`config.mk`:
```
export PLATFORM = sky130hd
export DESIGN_NAME = sd_spi_ctl
export DESIGN_NICKNAME = d
export VERILOG_FILES = /design/src/rtl/sd_spi_ctl.sv
export SDC_FILE = /design/constraint.sdc
export NUM_CORES = 1
export LEC_CHECK = 0
export ABC_AREA = 1
export CORE_UTILIZATION = 47
export CTS_BUF_LIST = sky130_fd_sc_hd__clkbuf_8 sky130_fd_sc_hd__clkbuf_16
export DETAILED_ROUTE_END_ITERATION = 16
export PLACE_DENSITY = 0.78
export SETUP_SLACK_MARGIN = 0.2
export SLEW_MARGIN = 20
export SYNTH_ARGS = -nofsm -noshare
export SYNTH_HDL_FRONTEND = slang
export SYNTH_SLANG_ARGS = --single-unit
```
`constraint.sdc`:
```
create_clock -name clock -period 2.15 [get_ports clock]
set_clock_uncertainty 0.2 [all_clocks]
set_input_delay 0.5375 -clock clock [delete_from_list [all_inputs] [get_ports clock]]
set_output_delay 0.5375 -clock clock [all_outputs]
set_load 0.01 [all_outputs]
```
`src/rtl/sd_spi_ctl.sv`:
```
// sd_spi_ctl -- SPI master (mode 0) for the SD card, driven by the CPU port
// controller through I/O ports FEh/FFh.
//
// A command starts on a 0->1 transition of sd_signal. sd_cmd and sd_out are
// sampled on that edge.
//   0 INIT   : CS high, MOSI high, slow mode, 80 SCLK periods
//   1 XCHG   : full-duplex byte exchange, MSB first
//   2 CS_ON  : CS low, speed from sd_out[0], restart the CS timer
//   3 CS_OFF : CS high, stop the CS timer
//
// Ports
//   clock       in   system clock, all logic on posedge
//   resetn      in   synchronous active-low reset
//   sd_signal   in   command strobe (rising edge starts a command)
//   sd_cmd      in   [1:0] command ID
//   sd_out      in   [7:0] byte to send / option bits
//   sd_din      out  [7:0] last byte received from the card
//   sd_busy     out  command in progress
//   sd_timeout  out  sticky: CS held low for TIMEOUT_CYCLES
//   spi_cs_n    out  card chip select, active low
//   spi_sclk    out  SPI clock, idle low
//   spi_mosi    out  data to card
//   spi_miso    in   data from card
module sd_spi_ctl #(
  parameter int SLOW_DIV       = 32,
  parameter int FAST_DIV       = 2,
  parameter int TIMEOUT_CYCLES = 25000000
) (
  input  logic       clock,
  input  logic       resetn,
  input  logic       sd_signal,
  input  logic [1:0] sd_cmd,
  input  logic [7:0] sd_out,
  output logic [7:0] sd_din,
  output logic       sd_busy,
  output logic       sd_timeout,
  output logic       spi_cs_n,
  output logic       spi_sclk,
  output logic       spi_mosi,
  input  logic       spi_miso
);

  localparam int MAX_DIV = (SLOW_DIV > FAST_DIV) ? SLOW_DIV : FAST_DIV;
  localparam int DW      = $clog2(MAX_DIV + 1);
  localparam int TW      = $clog2(TIMEOUT_CYCLES + 1);

  localparam logic [DW-1:0] SLOW_V    = DW'(SLOW_DIV);
  localparam logic [DW-1:0] FAST_V    = DW'(FAST_DIV);
  localparam logic [TW-1:0] TIMEOUT_V = TW'(TIMEOUT_CYCLES);

  typedef enum logic [1:0] {
    ST_IDLE = 2'd0,
    ST_INIT = 2'd1,
    ST_XCHG = 2'd2
  } state_t;

  state_t state;
  state_t state_next;

  logic          sig_q;
  logic          start;
  logic          accept;
  logic          fast;
  logic [DW-1:0] div_sel;
  logic [DW-1:0] div_cnt;
  logic [7:0]    half_cnt;
  logic [7:0]    shift;
  logic [7:0]    rx;
  logic [TW-1:0] timer;

  logic          wrap;
  logic          last;
  logic          rise;

  // A strobe held high through reset is not an edge: sig_q resets to 1.
  assign start  = sd_signal & ~sig_q;
  // Starts are only honoured while idle; that also covers the completion
  // cycle, where the FSM is still in INIT/XCHG.
  assign accept = start & (state == ST_IDLE);

  // ---------------- FSM: state register ----------------
  always_ff @(posedge clock) begin
    if (!resetn) begin
      state <= ST_IDLE;
    end else begin
      state <= state_next;
    end
  end

  // ---------------- FSM: next state ----------------
  always_comb begin
    state_next = state;
    unique case (state)
      ST_IDLE: begin
        if (accept && sd_cmd == 2'd0) begin
          state_next = ST_INIT;
        end else if (accept && sd_cmd == 2'd1) begin
          state_next = ST_XCHG;
        end
      end
      ST_INIT, ST_XCHG: begin
        if (last) begin
          state_next = ST_IDLE;
        end
      end
      default: state_next = ST_IDLE;
    endcase
  end

  // ---------------- FSM: outputs / control decode ----------------
  // wrap: half-period counter reaches the latched divider, SCLK toggles.
  // last: the toggle that completes the final half-period (160 for INIT,
  //       16 for XCHG); busy drops in the same cycle SCLK returns low.
  always_comb begin
    sd_busy = 1'b0;
    wrap    = 1'b0;
    last    = 1'b0;
    rise    = 1'b0;
    if (state != ST_IDLE) begin
      sd_busy = 1'b1;
      wrap    = (div_cnt == div_sel - DW'(1));
      last    = wrap && (half_cnt == ((state == ST_INIT) ? 8'd159 : 8'd15));
      rise    = wrap && !spi_sclk;
    end
  end

  // ---------------- SPI datapath ----------------
  always_ff @(posedge clock) begin
    if (!resetn) begin
      sig_q    <= 1'b1;
      fast     <= 1'b0;
      div_sel  <= SLOW_V;
      div_cnt  <= '0;
      half_cnt <= '0;
      shift    <= '0;
      rx       <= '0;
      sd_din   <= 8'hFF;
      spi_cs_n <= 1'b1;
      spi_sclk <= 1'b0;
      spi_mosi <= 1'b1;
    end else begin
      sig_q <= sd_signal;
      if (accept) begin
        unique case (sd_cmd)
          2'd0: begin
            spi_cs_n <= 1'b1;
            spi_mosi <= 1'b1;
            fast     <= 1'b0;
            div_sel  <= SLOW_V;
            div_cnt  <= '0;
            half_cnt <= '0;
            spi_sclk <= 1'b0;
          end
          2'd1: begin
            // Divider is captured here so a later CS_ON cannot disturb it.
            shift    <= sd_out;
            spi_mosi <= sd_out[7];
            div_sel  <= fast ? FAST_V : SLOW_V;
            div_cnt  <= '0;
            half_cnt <= '0;
            spi_sclk <= 1'b0;
          end
          2'd2: begin
            spi_cs_n <= 1'b0;
            fast     <= sd_out[0];
          end
          default: begin
            spi_cs_n <= 1'b1;
          end
        endcase
      end else if (wrap) begin
        div_cnt  <= '0;
        half_cnt <= half_cnt + 8'd1;
        spi_sclk <= ~spi_sclk;
        if (state == ST_XCHG) begin
          if (rise) begin
            rx <= {rx[6:0], spi_miso};
          end else if (last) begin
            sd_din   <= rx;
            spi_mosi <= 1'b1;
          end else begin
            shift    <= {shift[6:0], 1'b0};
            spi_mosi <= shift[6];
          end
        end
      end else if (sd_busy) begin
        div_cnt <= div_cnt + DW'(1);
      end
    end
  end

  // ---------------- CS-low watchdog ----------------
  // Counts cycles with CS asserted and saturates; the flag is sticky until
  // INIT or CS_ON clears it. CS_OFF merely freezes the count.
  always_ff @(posedge clock) begin
    if (!resetn) begin
      timer      <= '0;
      sd_timeout <= 1'b0;
    end else if (accept && (sd_cmd == 2'd0 || sd_cmd == 2'd2)) begin
      timer      <= '0;
      sd_timeout <= 1'b0;
    end else if (!spi_cs_n && timer != TIMEOUT_V) begin
      timer <= timer + TW'(1);
      if (timer + TW'(1) == TIMEOUT_V) begin
        sd_timeout <= 1'b1;
      end
    end
  end

endmodule

```
==> out/metrics.csv, run 1 <==
metric;value;unit
outcome;finished clean;
Cells after DPL;709;
reg2reg start;timer[1];
setup violators final;0;
Clk Latency, worst-skew pair;0.36;ns
Synth Instances;568;
first-pass GRT wire length;15.7;mm
post-synthesis sequential area ratio;37.5;%
layout cells sized above 1;26.6;%
full die area;0.00855;sq mm
Main synth FF type;dfxtp_1;
fin cells;746;
Post-Place Worst Slack;-0.189;ns
RSZ-0062 raised after global routing;true;
Layout fillers;628;
Arrival @ worst endpoint;2.13;ns
post-synth design cell area;0.00385;sq mm
largest net degree at the start of global routing;28;
Synth Area per Inst;6.77;sq um
starting density of the core;49.3;%
CTS buffer count;9;
CP Cell Sequence;clkdlybuf4s50_1 -> inv_1 -> nor2_2 -> nand2_2 -> inv_2 -> buf_4 -> a21oi_2 -> clkbuf_16 -> o21ai_0 -> nor2_1;
multi-input logic area;0.00235;sq mm
synthesized flop and latch total;72;
WL/cell;13.8;um
Slew Viols, Final;0;
Vias;4042;
syn nets;590;
Tightest Hold Check Type;register to register;
RR Endpoint;sd_timeout;
VDD IR max;0.000382;V
Yosys cell types;35;
Async S/R FF share, synth;0;%
Avg Vias per Cell;5.42;
drc violations;0;
worst slew pin tran;0.475;ns
Nets;661;
cell count along the critical path;10;
Final Cycle Share;95.1;%
worst path bufs/invs;5;
clk root buf;clkbuf_8;
IO Pins;27;
Leak;0.00211;uW
depth of the worst register-to-register path;12;
total track usage;22.6;%
Starting DRT DRC Count;345;
r2r setup slk;0.13;ns
clock buffer depth;2;
Critical Path Source;sd_signal;
Final Power;3410;uW
Clock Pin Slew Worst Setup and Hold Paths;0.08;ns
CTS hold repair buffers;0;
Max FO, Critical Path;12;
crit end category;register;
htree depth;3;
Port Buffer Count;26;
Reg area;0.00146;sq mm
worst setup path endpoint;timer[2];
Die Width;92.5;um
max-cap violation count;0;
synth warn;0;
GP Congestion;0.867;
slew margin rel.;68.0;%
Final min period;2.04;ns
Worst path slowest cell;clkdlybuf4s50_1;
largest area contributor in the netlist;dfxtp_1;
CTS Sinks;72;
DRT Pass-1 Iters;5;
initial antenna violation count;0;
Highest Clock Rate;489;MHz
Diodes inserted;0;
TritonCTS clock tree;built;
core area;0.00781;sq mm
post-synth top area share;37.5;%
Worst setup SP type;input pin;
num rows;32;
critical path class;input pin to register;
final antenna-violating net count;0;
Synth-to-Final Area Change;31.9;%
power per standard cell area;672;mW/mm^2
Post-synth EDFFs;0;
vias in the first global route;3541;
Final Hold Vio Count;0;
family with the most delay on the worst path;buffers and inverters;
hold_ws;0.248;ns
total gr overflow;0;
detailed-placement wirelength estimate;6.58;mm
Die Y;92.5;um
critical path required time;2.24;ns
dominant cells by area after synthesis;dfxtp_1, nand2_1, nor2_1;
max incr delay on CP;0.39;ns
final setup margin;0.105;ns
final wirelength;10.3;mm
## routing by layer
metal	global-route usage (%)	share of wire (%)	vias to the layer above
li1	-	-	1992
met1	30.9	43	1861
met2	35.3	46	159
met3	3.45	7.8	30
met4	9.51	2.7	0
met5	0	0	-
## worst min path at each step
| stage | startpoint | slack [ns] | to | depth (start not counted) |
|---|---|---|---|---|
| 2_1_floorplan | shift[0] | 0.22 | shift[0] | 2 |
| 3_5_place_dp | shift[0] | 0.24 | shift[0] | 2 |
| 3_3_place_gp | shift[0] | 0.24 | shift[0] | 2 |
| 4_1_cts | shift[0] | 0.25 | shift[0] | 2 |
| 5_1_grt | shift[0] | 0.27 | shift[0] | 2 |
| 6_report | shift[0] | 0.25 | shift[0] | 2 |
## cells by family (layout without fill, tap and decap cells)
| family | count (synthesis) | in the layout | synth area share [%] |
|---|---|---|---|
| flip-flops | 72 | 72 | 37.5 |
| buffers and inverters | 81 | 157 | 8.07 |
| adder cells (fa/ha/maj) | 8 | 8 | 2.60 |
| AND/OR/NAND/NOR | 285 | 285 | 33.1 |
| AO/OA/AOI/OAI | 113 | 113 | 16.7 |
| XOR/XNOR | 9 | 9 | 2.05 |
## through the flow
step	TNS, ns	cell area (sq um)	utilization [%]
detailed placement	-5.28	4400	56.3
finish	0	5080	65.0
global placement	-3.92	4400	56.3
floorplan	0	3850	-
global route	0	5080	65.0
CTS	0	4720	60.5
## state kept, by name, indices dropped and copies added, names as in the netlist, 2 cells and up
register / cells
sd_din: 8
timer: 25
half_cnt: 8
shift: 7
div_sel: 2
rx: 8
div_cnt: 6
state: 2
## power breakdown
| part | internal [uW] | switching (uW) |
|---|---|---|
| clock network | 655 | 561 |
| logic | 294 | 383 |
| registers | 1420 | 95.3 |
## worst reg2reg max path, delay by kind of cell (launching register included)
family | cells | cell delay [ns]
flip-flops | 1 | 0.34
buffers and inverters | 2 | 0.25
AO/OA/AOI/OAI | 2 | 0.26
AND/OR/NAND/NOR | 8 | 0.92
## Yosys cell counts, types with 2 or more instances
master / number
nor2_1: 68
xor2_1: 8
clkbuf_1: 8
and2_1: 2
ha_1: 8
nand3_2: 2
or2_2: 3
a211oi_1: 3
o21ai_1: 7
inv_2: 6
nand2_1: 138
nor2_4: 7
o21ai_0: 45
o211ai_2: 8
nand4_1: 9
nor3_1: 10
a21oi_1: 45
nor2_2: 4
nand3b_1: 3
buf_2: 2
nand3_1: 30
dfxtp_1: 72
nand2_2: 5
inv_1: 63
a31oi_1: 2
## area by class of cell
class                      instances  share of cell area [%]
multi-input combinational        415                    46.3
sequential                        72                    28.8
clock buffer                       9                    2.44
clock inverter                     7                    1.87
inverter                          69                    5.30
tap                              102                    2.51
timing repair buffer              72                    12.8
## timing repair
action / CTS / global route
gates resized for setup: 49 / 70
endpoints found under the setup margin: 48 / 59
pin swaps: 9 / 25
buffers inserted: 4 / 15
cloned: 0 / 2
## cell usage in the layout, fill, tap and decap left out, drive strengths merged, types with 2 or more instances in the layout
cell	netlist	routed
nand3	32	32
a21oi	46	46
dlygate4sd2	0	12
clkbuf	8	11
clkdlybuf4s50	0	13
inv	69	69
o21ai	52	52
nor3	11	11
a31oi	2	2
o211ai	9	9
nand2	144	144
and2	2	2
clkinv	0	4
buf	4	45
ha	8	8
bufinv	0	2
dfxtp	72	72
nand4	9	9
a211oi	3	3
nor2	79	79
nand3b	3	3
xor2	8	8
or2	3	3
(Power assumes the default switching activity.)
==> run 2: changes to the inputs <==
--- a/config.mk
+++ b/config.mk
@@ -6,6 +6,7 @@
 export NUM_CORES = 1
 export LEC_CHECK = 0
 export ABC_AREA = 1
+export CAP_MARGIN = 20
 export CORE_UTILIZATION = 47
 export CTS_BUF_LIST = sky130_fd_sc_hd__clkbuf_8 sky130_fd_sc_hd__clkbuf_16
 export DETAILED_ROUTE_END_ITERATION = 16
==> results of run 2 <==
No change in the layout: final DEF, timing and power equal those of run 1.
